===== config.mk =====
export PLATFORM = sky130hd
export DESIGN_NAME = scramble
export DESIGN_NICKNAME = d
export VERILOG_FILES = /design/src/rtl/scramble.sv
export SDC_FILE = /design/constraint.sdc
export NUM_CORES = 1
export LEC_CHECK = 0
export BUFFER_PORTS_ARGS = -buffer_cell sky130_fd_sc_hd__buf_4
export CAP_MARGIN = 25
export CORE_UTILIZATION = 52
export DETAILED_ROUTE_END_ITERATION = 8
export PLACE_DENSITY = 0.82
export REMOVE_ABC_BUFFERS = 1
export SYNTH_ARGS = -nofsm -noshare
export SYNTH_HDL_FRONTEND = slang
export SYNTH_SLANG_ARGS = --single-unit
export TNS_END_PERCENT = 20

===== constraint.sdc =====
create_clock -name clk -period 1.76 [get_ports clk]
set_input_delay 0.264 -clock clk [delete_from_list [all_inputs] [get_ports clk]]
set_output_delay 0.264 -clock clk [all_outputs]
set_load 0.01 [all_outputs]

===== src/rtl/scramble.sv =====
// scramble: 100BASE-X PCS transmit stream scrambler (key stream x^11 + x^9 + 1).
// Every enable is followed by a run of scrambled idle bits, so the far-end
// descrambler can lock before real data flows. Two bits are processed per clock,
// and bit [1] is the earlier one in time. The output is registered, so latency is
// one cycle.
// Optional feature: define SCRAMBLE_BYPASS_EN to add the `bypass` input. While
// bypass is high in RUN, data passes through unscrambled and the LFSR keeps
// advancing.
module scramble #(
    parameter logic [10:0] SEED         = 11'h7ff,
    parameter int          PREFILL_BITS = 64
) (
    input  logic       clk,
    input  logic       rst_n,
    input  logic       enable,
    input  logic [1:0] unscrambled,
    input  logic [1:0] unscrambled_valid,
`ifdef SCRAMBLE_BYPASS_EN
    input  logic       bypass,
`endif
    output logic [1:0] scrambled,
    output logic [1:0] scrambled_valid,
    output logic       ready
);

    // An all-zero LFSR would lock up, so a zero seed falls back to all ones.
    localparam logic [10:0] SEED_EFF     = (SEED == 11'h000) ? 11'h7ff : SEED;
    localparam logic [6:0]  PREFILL_INIT = 7'(PREFILL_BITS);

    typedef enum logic [1:0] {DISABLED, PREFILL, RUN} state_t;

    state_t      state;
    logic [10:0] lfsr;
    logic [6:0]  cnt;

    logic [1:0]  vld_p0;
    logic [1:0]  nbits_p0;
    logic [1:0]  key_p0;
    logic [1:0]  data_p0;
    logic [1:0]  out_p0;
    logic        byp_p0;
    logic [10:0] lfsr_nxt_p0;
    logic [6:0]  cnt_nxt_p0;

    // Saturating decrement of the prefill counter by the number of valid bits.
    function automatic logic [6:0] sat_dec(input logic [6:0] c, input logic [1:0] n);
        logic [6:0] n7;
        n7 = {5'd0, n};
        return (c > n7) ? (c - n7) : 7'd0;
    endfunction

    // Input qualification, key stream, idle substitution and next LFSR/counter.
    always_comb begin
        vld_p0      = 2'b00;
        nbits_p0    = 2'd0;
        lfsr_nxt_p0 = lfsr;
        case (unscrambled_valid)
            2'b00:   begin vld_p0 = 2'b00; nbits_p0 = 2'd0; end
            2'b10:   begin vld_p0 = 2'b10; nbits_p0 = 2'd2; end
            default: begin vld_p0 = 2'b01; nbits_p0 = 2'd1; end
        endcase
        // k[1] goes with the earlier bit. k[0] equals the next serial key bit,
        // so a two-bit step matches two one-bit steps.
        key_p0 = {lfsr[10] ^ lfsr[8], lfsr[9] ^ lfsr[7]};
        case (vld_p0)
            2'b10:   lfsr_nxt_p0 = {lfsr[8:0], key_p0};
            2'b01:   lfsr_nxt_p0 = {lfsr[9:0], key_p0[1]};
            default: lfsr_nxt_p0 = lfsr;
        endcase
        data_p0 = (state == PREFILL) ? 2'b11 : unscrambled;
`ifdef SCRAMBLE_BYPASS_EN
        byp_p0 = bypass && (state == RUN);
`else
        byp_p0 = 1'b0;
`endif
        out_p0     = byp_p0 ? data_p0 : (data_p0 ^ key_p0);
        cnt_nxt_p0 = sat_dec(cnt, nbits_p0);
    end

    // Control FSM with registered outputs; enable low always returns to DISABLED.
    always_ff @(posedge clk or negedge rst_n) begin
        if (!rst_n) begin
            state           <= DISABLED;
            lfsr            <= SEED_EFF;
            cnt             <= PREFILL_INIT;
            scrambled       <= 2'b00;
            scrambled_valid <= 2'b00;
            ready           <= 1'b0;
        end else if (!enable) begin
            state           <= DISABLED;
            lfsr            <= SEED_EFF;
            cnt             <= PREFILL_INIT;
            scrambled       <= 2'b00;
            scrambled_valid <= 2'b00;
            ready           <= 1'b0;
        end else begin
            case (state)
                DISABLED: begin
                    state           <= PREFILL;
                    lfsr            <= SEED_EFF;
                    cnt             <= PREFILL_INIT;
                    scrambled       <= 2'b00;
                    scrambled_valid <= 2'b00;
                    ready           <= 1'b0;
                end
                PREFILL: begin
                    lfsr            <= lfsr_nxt_p0;
                    cnt             <= cnt_nxt_p0;
                    scrambled_valid <= vld_p0;
                    ready           <= 1'b0;
                    if (vld_p0 != 2'b00) scrambled <= out_p0;
                    if (cnt_nxt_p0 == 7'd0) state <= RUN;
                end
                RUN: begin
                    lfsr            <= lfsr_nxt_p0;
                    scrambled_valid <= vld_p0;
                    ready           <= 1'b1;
                    if (vld_p0 != 2'b00) scrambled <= out_p0;
                end
                default: begin
                    state           <= DISABLED;
                    lfsr            <= SEED_EFF;
                    cnt             <= PREFILL_INIT;
                    scrambled       <= 2'b00;
                    scrambled_valid <= 2'b00;
                    ready           <= 1'b0;
                end
            endcase
        end
    end

endmodule


Word level (Yosys, flattened, before mapping)
Cells that the tools add are included.
{"block": "totals", "reg_bits": 25, "input_bits": 7, "out_inout_bits": 5, "wordCells": 44}
{"block": "op_classes", "add_sub_neg": 1, "n_lt_le_gt_ge": 1, "n_eq_ne": 9, "n_mux": 18, "n_bitwise": 3, "reduce_logical": 6}
{"operator": "2-to-1 mux 11 bit", "count": 2}
{"operator": "case mux 11 bit (2 select lines)", "count": 1}
{"operator": "2-to-1 mux 2 bit", "count": 8}
{"operator": "2-to-1 mux 7 bit", "count": 2}
{"operator": "case mux 7 bit (2 select lines)", "count": 1}
{"operator": "greater-than comparator 7 x 2 -> 1 bit", "count": 1}
{"operator": "logical NOT 7 bit", "count": 1}
{"operator": "subtractor 7 x 2 -> 7 bit", "count": 1}
{"operator": "equality test 2 bit (second input constant)", "count": 3}
{"operator": "inequality test 3 x 2 -> 1 bit (second input constant)", "count": 2}
{"operator": "case mux 2 bit (3 select lines)", "count": 1}
{"operator": "equality test 2 x 1 -> 1 bit (second input constant)", "count": 2}
{"operator": "logical NOT 2 bit", "count": 2}
{"operator": "inequality test 4 x 2 -> 1 bit (second input constant)", "count": 1}
{"operator": "case mux 2 bit (2 select lines)", "count": 1}
{"operator": "2-to-1 mux 1 bit", "count": 2}
{"operator": "inequality test 2 bit (second input constant)", "count": 1}
{"operator": "AND reduction 2 bit", "count": 1}
{"operator": "nonzero test 2 bit", "count": 1}
{"operator": "OR reduction 2 bit", "count": 1}
{"operator": "bitwise XOR 1 bit", "count": 2}
{"operator": "bitwise XOR 2 bit", "count": 1}

Logic depth before layout (Yosys ltp)
{"block": "depth", "depth_word": 8, "ltp_mapped": 8, "depth_no_buf": 7}

Worst setup path after synthesis
No wires, ideal clock.
{"block": "synth_timing", "path_kind": "input to register", "from": "in unscrambled_valid[0]", "to": "reg state[1]", "setup_ns": 0.123, "arrival_ns": 1.918, "required_time_ns": 1.637, "path_slack_ns": -0.281, "path_stages": 8, "n_path_buf": 1, "cell_sequence": "buf_2 nand2b_1 ha_1 nor2b_4 or3_1 xnor2_1 o32a_2 mux2i_1"}
{"block": "synth_between", "elab_chain_cells": 7, "word_cells_on_any_way": 9, "classes_between": "add/sub (1); order compare (1); eq/ne (2); mux (2); reduce/logical (3)"}
{"element": "start, declared", "line_no": "17", "rtl": "input logic [1:0] unscrambled_valid,"}
{"element": "equality test 2 bit / logical NOT 2 bit (equally long branches)", "line_no": "57", "rtl": "case (unscrambled_valid)"}
{"element": "case mux 2 bit (2 select lines) *", "line_no": "57"}
{"element": "subtractor 7 x 2 -> 7 bit / greater-than comparator 7 x 2 -> 1 bit (equally long branches)", "line_no": "49", "rtl": "return (c > n7) ? (c - n7) : 7'd0;"}
{"element": "2-to-1 mux 7 bit *", "line_no": "49"}
{"element": "logical NOT 7 bit *", "line_no": "112", "rtl": "if (cnt_nxt_p0 == 7'd0) state <= RUN;"}
{"element": "inequality test 3 x 2 -> 1 bit (no source line) *"}
{"element": "AND reduction 2 bit (no source line) *"}
{"element": "end signal, assigned", "line_no": "83", "rtl": "state <= DISABLED;"}
{"element": "end signal, assigned", "line_no": "112"}
{"element": "end signal, assigned", "line_no": "121", "rtl": "state <= DISABLED;"}
{"element": "end, declared", "line_no": "32", "rtl": "state_t state;"}
Every way passes the cells marked *; elsewhere a longest branch is shown, timed or not.
A chain may end at the register's enable or synchronous reset.

Final worst setup path
{"block": "layout_timing", "from": "reg cnt[0]", "to": "reg state[1]"}
{"block": "layout_between", "elab_chain_cells": 5, "word_cells_on_any_way": 6, "classes_between": "add/sub (1); order compare (1); eq/ne (1); mux (1); reduce/logical (2)"}
{"element": "start, declared", "line_no": "34", "rtl": "logic [6:0] cnt;"}
{"element": "start signal, assigned", "line_no": "108", "rtl": "cnt <= cnt_nxt_p0;"}
{"element": "subtractor 7 x 2 -> 7 bit / greater-than comparator 7 x 2 -> 1 bit (equally long branches)", "line_no": "49"}
{"element": "2-to-1 mux 7 bit *", "line_no": "49"}
{"element": "logical NOT 7 bit *", "line_no": "112"}
{"element": "inequality test 3 x 2 -> 1 bit (no source line) *"}
{"element": "AND reduction 2 bit (no source line) *"}
Marks and branches as above.

==> results.yml <==
worst_setup_path:
  cp_data_arrival_time_ns: 2.19
  worstPathCellList: "inv_2 > ha_4 > fa_2 > xnor2_2 > nand4_1 > o32a_4 > mux2i_1"
  cp.required_ns: 2.01
  crit_cells: 7
  crit_path_max_fanout: 2
  slowest_stage: "o32a_4"
  crit_path_start_kind: "flip-flop"
  reg2reg_depth: 7
  slowest_delay_ns: 0.40
  timing.critical_path.buf_inv: 1
  reg2reg_slack_ns: -0.18
  reg2reg_to: "state[1]$_DFFE_PN0P_"
  path_delay_family: "adder cells"
  end_kind: "flip-flop"
  crit_type: "reg2reg"
  timing.rr.start: "cnt[0]$_DFFE_PN0N_"
die:
  start_util_pct: 56.78
  die_w_um: 54.72
  boundaryPins: 12
  core_um2: 2545
  dieArea_um2: 2994
  die_h_um: 54.72
  row_count: 18
power:
  max-vdd-ir-drop_uv: 732.8
  cellLeakagePower_nw: 0.7476
  fin_total_pwr_mw: 1.915
  power_density_nw_per_um2: 1097
synth:
  async_flop_share_pct: 100.0
  ys_seq_elements: 25
  syn-cell-area_um2: 1445
  ys_top_cells_by_area: "dfrtp_1 23%, dfstp_2 22%, mux2i_1 7.6%, mux2_2 7.0%, nand2_1 5.7%"
  ys_types: 41
  synth_edf_count: 0
  synth_cells: 136
  netlist.area_leader.share_pct: 22.51
  synth_top_cell_by_area: "dfrtp_1"
  yosysWarningCount: 0
  ys.flop_type: "dfrtp_1"
  yosysSeqAreaShare_pct: 44.33
  syn_area_per_cell_um2: 10.63
grt:
  gr-usage-all-layers_pct: 21.65
  grt_pass1_wl_um: 4609
  grt_max_degree: 26
  gr-total-overflow: 0
  antenna_found_initial: 0
  grt_pass1_vias: 1015
min_path:
  holdPathStages: 2
  min_from: "enable"
  hp-class: "in2reg"
  hold_end: "cnt[6]$_DFFE_PN1N_"
route:
  drc: 0
  detail-route-antenna-nets: 0
  drtIter0Drc: 29
  vias_per_cell: 5.904
  first_pass_iters: 4
  topRoutingLayerUsed: "met4"
  wl_met3_um: 87
  met1_length_um: 1322
  avgRoutedWirePerCell_um: 15.89
  dr_wl_met2_um: 1540
  routed-via-count: 1110
  drt_wl_total_um: 2987
clock_network:
  cts_tree: "built"
  clk_pin_slew_worst_paths_ns: 0.14
  cts_max_level: 1
  clock_latency_ns: 0.32
  root_buffer: "clkbuf_4"
  cts_num_sinks: 25
  cts_buffer_depth: 2
  cts_setup_buffers: 0
  cts_buffers: 3
timing:
  max-slew-margin-rel_pct: 74.24
  fmax_mhz: 514.4
  clock_skew_ns: 0.001414
  period_share_pct: 110.5
  finalSetupViolCount: 4
  whs_ns: 0.1662
  drv_slew: 0
  worst_slew_pin_slew_ns: 0.3811
  rsz0062_at_grt: "true"
  layout_setup_ws_ns: -0.1841
  min_period_ns: 1.944
  hold_violations: 0
final_layout:
  multi_input_area_um2: 833.3
  n_fill_cell: 174
  final_util_pct: 68.63
  drive_gt1_share_pct: 39.87
  fin_cells: 188
  layout.nets: 173
  seqCellArea_um2: 640.6
  syn2layout_area_growth_pct: 20.87
  antenna_cells: 0
outcome:
  outcome: "complete, but fails checks"
  violations: "negative setup slack"
job:
  cap_violations: 0
place:
  dp_cells: 183
  dpl.hpwl_um: 2065
  gp_congestion: 0.8553
  portBuffers: 11
[cells in the final DEF (no fill, tap or decap), types with 2 or more instances in the layout]
cell type and count:
a21oi_1 4, a31oi_1 3, buf_4 22, clkbuf_4 3
dfrtp_1 13, dfstp_2 12, ha_1 4, ha_4 2
inv_1 5, mux2_2 9, mux2i_1 11, nand2_1 22
nor2_1 5, o211ai_1 2, o21ai_0 3, o22ai_1 2
o311a_1 2, or3_4 2, xnor2_1 4, xnor2_2 2
[area by class of cell]
class | count | share of cell area (%)
Multi-Input combinational cell | 99 | 47.71
Sequential cell | 25 | 36.68
Timing Repair Buffer | 24 | 10.67
Tap cell | 30 | 2.149
Clock buffer | 4 | 1.504
Inverter | 6 | 1.289
[synth_stat cells, types with 2 or more instances]
| cell type | instances |
|---|---|
| nor2_1 | 5 |
| nor2b_1 | 2 |
| nand2_1 | 22 |
| o22ai_1 | 2 |
| o21ai_1 | 2 |
| dfstp_2 | 12 |
| xnor2_1 | 6 |
| buf_2 | 2 |
| a21oi_1 | 4 |
| o211ai_1 | 2 |
| mux2_2 | 9 |
| mux2i_1 | 11 |
| o311a_1 | 2 |
| buf_1 | 2 |
| ha_1 | 6 |
| a31oi_1 | 3 |
| o21ai_0 | 3 |
| inv_1 | 6 |
| dfrtp_1 | 13 |
[state kept, by name, indices dropped and copies added, names as in the netlist]
name	count
scrambled_valid	2
cnt	7
scrambled	2
state	2
lfsr	11
ready	1
[how the worst max path moves through the flow]
stage	startpoint	endpoint	slack, ns
4_1_cts	cnt[1]$_DFFE_PN0N_	state[1]$_DFFE_PN0P_	-0.16
3_5_place_dp	unscrambled_valid[0]	state[1]$_DFFE_PN0P_	-0.36
5_1_grt	cnt[1]$_DFFE_PN0N_	state[1]$_DFFE_PN0P_	-0.22
6_report	cnt[0]$_DFFE_PN0N_	state[1]$_DFFE_PN0P_	-0.18
3_3_place_gp	unscrambled_valid[0]	state[1]$_DFFE_PN0P_	-0.26
2_1_floorplan	cnt[0]$_DFFE_PN0N_	state[1]$_DFFE_PN0P_	-0.13
[repair_timing]
| item | 4_1_cts | 5_1_grt |
|---|---|---|
| gates resized for setup | 10 | 4 |
| endpoints found under the hold margin | 13 | 0 |
| setup endpoints to repair | 8 | 8 |
| pin swaps | 3 | 4 |
| hold buffers | 1 | 0 |
| gates cloned | 0 | 0 |
[report_power, final]
group	switching [mW]	internal (mW)	leakage, nW
Clock	0.173	0.0887	0.0150
Sequential	0.0934	0.684	0.302
Combinational	0.442	0.434	0.431
[layer usage]
| metal | vias up | global-route usage [%] |
|---|---|---|
| li1 | 523 | - |
| met2 | 34 | 36.55 |
| met4 | 0 | 6.838 |
| met3 | 8 | 2.500 |
| met1 | 545 | 28.47 |
| met5 | - | 0 |
[kinds of logic after synthesis]
family	Yosys count	synth area share, %
multiplexers	20	14.63
flip-flops	25	44.33
XOR/XNOR	6	3.636
AO/OA/AOI/OAI	26	12.99
AND/OR/NAND/NOR	40	14.29
buffers and inverters	12	3.550
adder cells (fa/ha/maj)	7	6.580
[metrics by stage]
step / TNS (ns) / setup slack, ns / instance area, um^2
after floorplan: -0.2596 / -0.1298 / 1416
after global placement: -1.458 / -0.2576 / 1627
after detailed placement: -2.044 / -0.3602 / 1627
after CTS: -0.3850 / -0.1630 / 1720
after global routing: -0.6864 / -0.2203 / 1747
final: -0.4154 / -0.1841 / 1747
Note: power is estimated with default switching activity, not from simulation.
